<file path="src/rtl/note_pkg.sv">
// Shared constants, FSM state type and sizing helper for the note table writer.
// Optional build macro: NOTE_WR_CHECKSUM_EN (trailing XOR check byte per frame).
package note_pkg;

   localparam int         NOTE_DATA_WIDTH = 38;
   localparam int         NOTE_ADDR_WIDTH = 6;
   localparam logic [7:0] NOTE_HDR_BYTE   = 8'hA5;

   typedef enum logic [2:0] {
      IDLE,
      KEY,
      COUNT,
      DATA,
      CHECK,
      DONE,
      ERR
   } state_t;

   // Whole bytes needed to carry one entry of the given bit width.
   function automatic int bytes_per_entry(input int data_width);
      return (data_width + 7) / 8;
   endfunction

endpackage

</file>
<file path="src/rtl/note_entry_assembler.sv">
// Little-endian byte-to-entry assembler: collects bytes and emits a registered
// entry with a one-cycle entry_valid strobe the cycle after the last byte.
module note_entry_assembler #(
   parameter int DATA_W = note_pkg::NOTE_DATA_WIDTH
) (
   input  logic              clock,
   input  logic              reset_n,
   input  logic [7:0]        byte_data,
   input  logic              byte_valid,
   input  logic              first,
   input  logic              last,
   output logic [DATA_W-1:0] entry,
   output logic              entry_valid
);
   import note_pkg::*;

   localparam int SR_W = bytes_per_entry(DATA_W) * 8;

   // Earlier bytes of the entry; new bytes enter at the top so byte 0 ends up in [7:0].
   logic [SR_W-9:0] prev_q;
   logic [SR_W-1:0] full;

   always_comb begin
      full = {byte_data, (first ? {(SR_W-8){1'b0}} : prev_q)};
   end

   always_ff @(posedge clock or negedge reset_n) begin
      if (!reset_n) begin
         prev_q      <= '0;
         entry       <= '0;
         entry_valid <= 1'b0;
      end else begin
         entry_valid <= byte_valid & last;
         if (byte_valid) begin
            prev_q <= full[SR_W-1:8];
         end
         if (byte_valid && last) begin
            entry <= full[DATA_W-1:0];
         end
      end
   end

endmodule

</file>
<file path="src/rtl/note_table_writer.sv">
// Framed byte-stream loader for the per-key note RAMs: A5, KEY, COUNT, entries[, CHECK].
// Optional build macro: NOTE_WR_CHECKSUM_EN adds the CHECK byte and its XOR accumulator.
module note_table_writer #(
   parameter int NOTE_DATA_WIDTH = note_pkg::NOTE_DATA_WIDTH,
   parameter int NOTE_ADDR_WIDTH = note_pkg::NOTE_ADDR_WIDTH
) (
   input  logic                       clock,
   input  logic                       reset_n,
   input  logic [7:0]                 cfg_data,
   input  logic                       cfg_valid,
   output logic                       cfg_ready,
   output logic                       wr_en,
   output logic [1:0]                 wr_bank,
   output logic [NOTE_ADDR_WIDTH-1:0] wr_addr,
   output logic [NOTE_DATA_WIDTH-1:0] wr_data,
   output logic                       busy,
   output logic                       done,
   output logic                       error,
   output note_pkg::state_t           dbg_state
);
   import note_pkg::*;

   // Handshake: a byte transfers on every rising clock edge where cfg_valid and
   // cfg_ready are both high; cfg_valid low simply holds the FSM where it is.

   localparam int BPE   = bytes_per_entry(NOTE_DATA_WIDTH);
   localparam int IDX_W = $clog2(BPE + 1);
   localparam int DEPTH = 1 << NOTE_ADDR_WIDTH;

   state_t                     state, state_next;
   logic [IDX_W-1:0]           byte_idx;
   logic [NOTE_ADDR_WIDTH:0]   remaining;
   logic [NOTE_ADDR_WIDTH-1:0] addr;
   logic [1:0]                 bank;
   logic                       accept;
   logic                       entry_last;
   logic                       count_bad;

   assign accept     = cfg_valid & cfg_ready;
   assign entry_last = (state == DATA) && accept && (byte_idx == IDX_W'(BPE - 1));
   assign count_bad  = (cfg_data == 8'd0) || ({1'b0, cfg_data} > 9'(DEPTH));

`ifdef NOTE_WR_CHECKSUM_EN
   logic [7:0] csum;

   always_ff @(posedge clock or negedge reset_n) begin
      if (!reset_n) begin
         csum <= '0;
      end else if (accept) begin
         if (state == IDLE) begin
            csum <= '0;
         end else if (state == KEY || state == COUNT || state == DATA) begin
            csum <= csum ^ cfg_data;
         end
      end
   end
`endif

   always_ff @(posedge clock or negedge reset_n) begin
      if (!reset_n) begin
         state <= IDLE;
      end else begin
         state <= state_next;
      end
   end

   always_comb begin
      state_next = state;
      case (state)
         IDLE:  if (accept && cfg_data == NOTE_HDR_BYTE) state_next = KEY;
         KEY:   if (accept) state_next = COUNT;
         COUNT: if (accept) state_next = count_bad ? ERR : DATA;
         DATA: begin
            if (entry_last && remaining == (NOTE_ADDR_WIDTH+1)'(1)) begin
`ifdef NOTE_WR_CHECKSUM_EN
               state_next = CHECK;
`else
               state_next = DONE;
`endif
            end
         end
`ifdef NOTE_WR_CHECKSUM_EN
         CHECK: if (accept) state_next = (cfg_data == csum) ? DONE : ERR;
`endif
         DONE:    state_next = IDLE;
         ERR:     state_next = IDLE;
         default: state_next = IDLE;
      endcase
   end

   always_comb begin
      cfg_ready = !(state == DONE || state == ERR);
      busy      = (state == KEY) || (state == COUNT) || (state == DATA) || (state == CHECK);
      done      = (state == DONE);
      error     = (state == ERR);
      dbg_state = state;
   end

   // Frame counters; wr_bank/wr_addr are captured alongside the assembled entry.
   always_ff @(posedge clock or negedge reset_n) begin
      if (!reset_n) begin
         bank      <= '0;
         remaining <= '0;
         addr      <= '0;
         byte_idx  <= '0;
         wr_bank   <= '0;
         wr_addr   <= '0;
      end else if (accept) begin
         case (state)
            KEY: bank <= cfg_data[1:0];
            COUNT: begin
               remaining <= (NOTE_ADDR_WIDTH+1)'(cfg_data);
               addr      <= '0;
               byte_idx  <= '0;
            end
            DATA: begin
               if (entry_last) begin
                  byte_idx  <= '0;
                  wr_addr   <= addr;
                  wr_bank   <= bank;
                  addr      <= addr + 1'b1;
                  remaining <= remaining - 1'b1;
               end else begin
                  byte_idx <= byte_idx + 1'b1;
               end
            end
            default: ;
         endcase
      end
   end

   note_entry_assembler #(
      .DATA_W (NOTE_DATA_WIDTH)
   ) u_assembler (
      .clock       (clock),
      .reset_n     (reset_n),
      .byte_data   (cfg_data),
      .byte_valid  (accept && state == DATA),
      .first       (byte_idx == '0),
      .last        (entry_last),
      .entry       (wr_data),
      .entry_valid (wr_en)
   );

endmodule
</file>
<file path="config.mk">
export PLATFORM = sky130hd
export DESIGN_NAME = note_table_writer
export DESIGN_NICKNAME = d
export VERILOG_FILES = /design/src/rtl/note_pkg.sv /design/src/rtl/note_entry_assembler.sv /design/src/rtl/note_table_writer.sv
export SDC_FILE = /design/constraint.sdc
export NUM_CORES = 1
export LEC_CHECK = 0
export BUFFER_PORTS_ARGS = -buffer_cell sky130_fd_sc_hd__buf_2
export CORE_MARGIN = 2
export CORE_UTILIZATION = 30
export CTS_CLUSTER_SIZE = 30
export DETAILED_ROUTE_END_ITERATION = 10
export GPL_ROUTABILITY_DRIVEN = 0
export PLACE_DENSITY_LB_ADDON = 0.08
export SYNTH_ARGS = -nofsm -noshare
export SYNTH_HDL_FRONTEND = slang
export SYNTH_SLANG_ARGS = --single-unit
</file>
<file path="constraint.sdc">
create_clock -name clock -period 4.2 [get_ports clock]
set_input_delay 0.84 -clock clock [delete_from_list [all_inputs] [get_ports clock]]
set_output_delay 0.84 -clock clock [all_outputs]
set_load 0.02 [all_outputs]
</file>
== Yosys cells after proc, flatten, opt, wreduce, memory -nomap -nowiden ==
Cells that the tools add are included.
Operators by class
  add/subtract/negate cells: 3
  multiplexer cells: 13
  reductions and logical operators: 20
  bitwise logic cells: 2
  magnitude comparators: 1
  eq/ne operators: 14
Operators by type and width (count)
  32-bit two-way mux: 1
  3-bit two-way mux: 6
  7-bit case mux with 2 select lines: 1
  3-bit == test, second input constant: 4
  3-bit case mux with 4 select lines: 1
  6-bit case mux with 2 select lines: 1
  8-bit == test, second input constant: 1
  8-bit by 7-bit greater-than comparator with 1-bit output, second input constant: 1
  8-bit logical NOT: 1
  2-bit inequality test, second input constant: 4
  7-bit by 1-bit == test with 1-bit output, second input constant: 1
  7-bit two-way mux: 1
  7-bit by 1-bit subtractor with 7-bit output, second input constant: 1
  6-bit by 1-bit adder with 6-bit output, second input constant: 1
  3-bit by 2-bit == test with 1-bit output, second input constant: 2
  3-bit logical NOT: 2
  6-bit two-way mux: 1
  3-bit case mux with 2 select lines: 1
  3-bit AND reduction: 2
  1-bit logical AND: 5
  1-bit logical OR: 5
  2-bit AND reduction: 2
  4-bit AND reduction: 1
  3-bit by 1-bit adder with 3-bit output, second input constant: 1
  5 further kinds: 6
Word-level totals
  flip-flop bits (word level): 100
  bits of input ports: 11
  output and inout bits: 54

== Longest topological paths before layout ==
  depth after elaboration: 9
  mapped depth: 7
  gate-level depth less buffers: 6

== Hierarchy ==
Synthesis repeated with hierarchy kept, for this count alone.
Second synthesis, totals
  cells, all modules: 340
  area, all modules: 4403.0 um^2
Modules (own cells, without submodules)
  note_entry_assembler: cells an instance 186, area an instance 2879.0 um^2, instances 1
  note_table_writer: cells an instance 154, area an instance 1524.0 um^2, instances 1

== Worst setup path before layout ==
Ideal clock, no wire load.
  path kind: register -> output
  from: register state[1], in the netlist dbg_state[1]
  to: output cfg_ready
  slack: 2.020 ns
  buffers on the path: 1
  stages on the path, launching flop included: 5
  arrival time: 1.340 ns
  data required time: 3.360 ns
  path through: dfrtp_1 > buf_4 > nor2b_1 > and2_1 > nor2_1
Between the ends
  word-level cells in the longest chain between the ends: 3
  elaborated cells on any way between the ends: 4
  classes of those cells: eq/ne: 2; reduce/logical: 2
Ends and longest elaborated chain
  start: declaration: RTL line note_table_writer.sv:30  | state_t state, state_next;
  start signal: assignment: RTL line note_table_writer.sv:63  | state <= state_next;
  3-bit == test
  net error: RTL line note_table_writer.sv:18  | output logic error,
  1-bit logical OR: RTL line note_table_writer.sv:92  | cfg_ready = !(state == DONE || state == ERR);
  1-bit logical NOT: RTL line note_table_writer.sv:92
  end: declaration: RTL line note_table_writer.sv:11  | output logic cfg_ready,
The timed path passes the listed nets, and every way through them passes these cells.

== Final worst setup path ==
  from: register state[0], in the netlist dbg_state[0]
  to: register u_assembler.prev_q[29]
Between the ends
  word-level cells in the longest chain between the ends: 5
  elaborated cells on any way between the ends: 7
  classes of those cells: eq/ne: 3; bitwise: 1; reduce/logical: 3
Ends and longest elaborated chain
  3-bit == test: RTL line note_table_writer.sv:92
  1-bit logical OR: RTL line note_table_writer.sv:92
  1-bit logical NOT: RTL line note_table_writer.sv:92
  1-bit bitwise AND: RTL line note_table_writer.sv:39  | assign accept = cfg_valid & cfg_ready;
  1-bit logical AND *: RTL line note_table_writer.sv:138  | .byte_valid (accept && state == DATA),
  end signal: assignment: RTL line note_entry_assembler.sv:35  | prev_q <= full[SR_W-1:8];
  end: declaration: RTL line note_entry_assembler.sv:20  | logic [SR_W-9:0] prev_q;
Every way passes the cells marked *; elsewhere a longest branch is shown, timed or not.
A chain may end at the register's enable or synchronous reset.

==> impl_metrics.py <==
metrics = {
    "placed_design": {
        "placement.io_buffers": 64,
        "placed_cells_incl_taps": 589,
        "hpwl_mm": 6.186,
    },
    "cts": {
        "ctsRootBufferMaster": "sky130_fd_sc_hd__clkbuf_16",
        "postCtsSetupRepairBufs": 0,
        "cts-buffers-inserted": 9,
        "ctsHoldBuffers": 0,
        "clkSlewWorstSetupHoldPaths_ps": 70,
        "cts.path.max_buffers": 2,
        "htree_levels": 3,
        "tritoncts_clock_tree": "done",
        "tritoncts_num_sinks": 100,
        "cts.repair.resized": 0,
        "clock_latency_ps": 340,
    },
    "detailed_routing": {
        "detail_route.wl_per_cell_um": 15.65,
        "initialDrtViolationCount": 139,
        "drt_wl_total_mm": 9.466,
        "route.vias.total": 2734,
        "antenna_violating_nets_post_route": 0,
        "avgViaCountPerCell": 4.519,
        "remaining_drc_errors": 0,
        "detailedRoute.firstPassIterationCount": 4,
    },
    "synth": {
        "syn_avg_cell_area_um2": 12.16,
        "synthArstFlopShare_pct": 100.0,
        "post_synth_edffs": 0,
        "yosysWarnings": 0,
        "postSynthRegisterBits": 100,
        "synth_cell_type_count": 48,
        "synth.yosys.seq_area_share_pct": 57.32,
        "dominantRegCellSynth": "sky130_fd_sc_hd__dfrtp_1",
        "synth_nets": 375,
        "synthesis.area_um2": 4365,
        "synth_cells": 359,
    },
    "grt": {
        "antenna_found_initial": 0,
        "global_route_wire_length_before_repair_mm": 16.09,
        "first_global_vias": 2908,
        "grt.overflow.total": 0,
        "grt_start_max_net_pins": 69,
        "grt_util_all_layers_pct": 13.09,
    },
    "critical_path": {
        "setup.worst_path.class": "register to register",
        "cp_data_arrival_time_ps": 2700,
        "worstSetupEndpointType": "register",
        "critical_path_peak_fanout": 33,
        "regToRegSetupSlack_ps": 1730,
        "crit-reg2reg-capture": "u_assembler.prev_q[29]",
        "critical_path.reg2reg.startpoint": "dbg_state[0]",
        "worstRegToRegCells": 4,
        "worstPathRequired_ps": 4430,
        "crit_path_start_kind": "register",
    },
    "sta": {
        "final_max_slew_viol_count": 0,
        "slew_headroom_pct": 34.95,
        "setup_tns_ps": 0,
        "worst_slew_pin_slew_ps": 975.8,
        "setup_viol": 0,
        "post-route-period-util_pct": 58.74,
        "final_worst_clock_skew_ps": 4.009,
        "achievable-frequency_mhz": 405.4,
        "hold_violations": 0,
        "rsz_0062_raised_after_global_routing": "no",
        "min_cycle_time_layout_ps": 2467,
    },
    "final_layout": {
        "layout-area-overhead-vs-synth_pct": 17.08,
        "drive_gt1_share_pct": 35.39,
        "layout.nets": 432,
        "post_layout_nonfiller_instances": 605,
        "regArea_um2": 2502,
        "post-route-util_pct": 35.57,
        "filler_cell_count": 1447,
        "area_taken_by_multi_input_logic_gates_um2": 1682,
        "antenna_cells_inserted": 0,
    },
    "pwr": {
        "power.density_cell_area_nw_per_um2": 472.6,
        "max-vdd-ir-drop_mv": 0.3124,
        "p_leak_uw": 0.002535,
    },
    "floorplan": {
        "dieHeight_um": 124.6,
        "floorplan.die.width_um": 124.6,
        "initial_core_util_pct": 30.38,
        "die-area_um2": 15530,
        "floorplan.io_pins": 65,
        "coreArea_um2": 14370,
        "row_count": 44,
    },
    "hold_path": {
        "holdPathStages": 2,
        "min-delay-path-class": "register to register",
        "hold_start": "u_assembler.prev_q[7]",
        "hold_critical_path_endpoint": "u_assembler.prev_q[7]",
    },
    "flow_run": {
        "maxCapViolCount": 0,
    },
    "outcome": {
        "status": "finished clean",
    },
}
[cells in the final DEF, fill, tap and decap left out, types with 3 or more instances in the layout]
master / count
sky130_fd_sc_hd__clkbuf_16: 9
sky130_fd_sc_hd__o21ai_0: 9
sky130_fd_sc_hd__or3_1: 3
sky130_fd_sc_hd__ha_1: 5
sky130_fd_sc_hd__o31ai_1: 3
sky130_fd_sc_hd__mux2_4: 8
sky130_fd_sc_hd__nand2_1: 56
sky130_fd_sc_hd__nor2b_1: 4
sky130_fd_sc_hd__buf_4: 4
sky130_fd_sc_hd__nand3_1: 6
sky130_fd_sc_hd__xnor2_1: 6
sky130_fd_sc_hd__nor2_1: 16
sky130_fd_sc_hd__mux2_2: 48
sky130_fd_sc_hd__o21ai_1: 22
sky130_fd_sc_hd__dfrtp_1: 100
sky130_fd_sc_hd__a21oi_1: 6
sky130_fd_sc_hd__inv_1: 7
sky130_fd_sc_hd__buf_2: 63
sky130_fd_sc_hd__nor3_1: 3
[stage by stage]
| step | area, um2 | setup WS, ps | hold WS (ps) | total power (uW) |
|---|---|---|---|---|
| 2_1_floorplan | 4365 | 2020 | 444.4 | 1415 |
| 3_3_place_gp | 4786 | 1615 | 465.2 | 1523 |
| 3_5_place_dp | 4786 | 1537 | 468.5 | 1529 |
| 4_1_cts | 5111 | 1705 | 485.1 | 2458 |
| 5_1_grt | 5111 | 1498 | 513.4 | 2552 |
| 6_report | 5111 | 1733 | 480.3 | 2416 |
[final cells by class]
cell class	count	share of cell area, %
sequential	100	48.96
timing repair buffer	67	6.756
inverter	7	0.5141
multi-input combinational	231	32.90
tap	184	4.504
clock buffer	11	4.749
clock inverter	5	1.616
[how the worst max path moves through the flow]
stage,startpoint,to,cells past startpoint,slack [ps]
2_1_floorplan,dbg_state[1],cfg_ready,4,2020
3_3_place_gp,cfg_valid,dbg_state[1],5,1620
3_5_place_dp,cfg_valid,dbg_state[1],5,1540
4_1_cts,dbg_state[0],u_assembler.prev_q[29],4,1700
5_1_grt,dbg_state[0],u_assembler.prev_q[29],4,1500
6_report,dbg_state[0],u_assembler.prev_q[29],4,1730
[critical path: stages, from the launching register on]
cell                      delay [ps]
sky130_fd_sc_hd__dfrtp_1         620
sky130_fd_sc_hd__and3b_1         530
sky130_fd_sc_hd__nand2_2         470
sky130_fd_sc_hd__buf_4           400
sky130_fd_sc_hd__mux2_4          320
[kinds of logic after synthesis]
kind of cell | share of synthesized area (%)
and+or+nand+nor | 12.61
DFF | 57.32
AOI/OAI and AO/OA | 8.083
muxes | 15.13
buffers and inverters | 4.213
xor gates and xnor gates | 1.204
adders and majority gates | 1.433
[registers in the layout (all words and copies together), names as in the netlist]
signal	count
bank	2
addr	6
u_assembler.entry_valid	1
u_assembler.entry	38
remaining	7
u_assembler.prev_q	32
wr_bank	2
dbg_state	3
byte_idx	3
wr_addr	6
[cell usage after synthesis, drive strengths merged, types with 2 or more instances]
master	count	area, um2
ha	5	62.56
o22ai	2	12.51
nor2	17	80.08
nand3b	2	31.28
nand2	57	214.0
dfrtp	100	2502
or3	3	18.77
o31ai	3	22.52
o21ai	31	155.2
clkbuf	4	15.01
o2bb2ai	2	17.52
mux2	56	660.6
nand2b	2	12.51
nand3	6	30.03
inv	7	26.28
nor2b	4	25.02
o211ai	2	15.01
buf	17	142.6
nor4b	2	30.03
xnor2	6	52.55
nor3	4	25.02
a21oi	7	46.30
and2	2	12.51
nor3b	2	15.01
nor4	2	18.77
[where the power goes]
part,internal [uW],switching (uW)
clock,542,369
combinational,149,209
sequential,1050,99.9
[layer usage]
metal / vias to the layer above / GRT usage [%] / wire length [um]
met5: - / 0 / 0
li1: 1349 / - / -
met3: 7 / 4.167 / 374
met2: 49 / 20.57 / 4406
met4: 0 / 3.371 / 109
met1: 1329 / 17.56 / 4577
(Power assumes the default switching activity.)
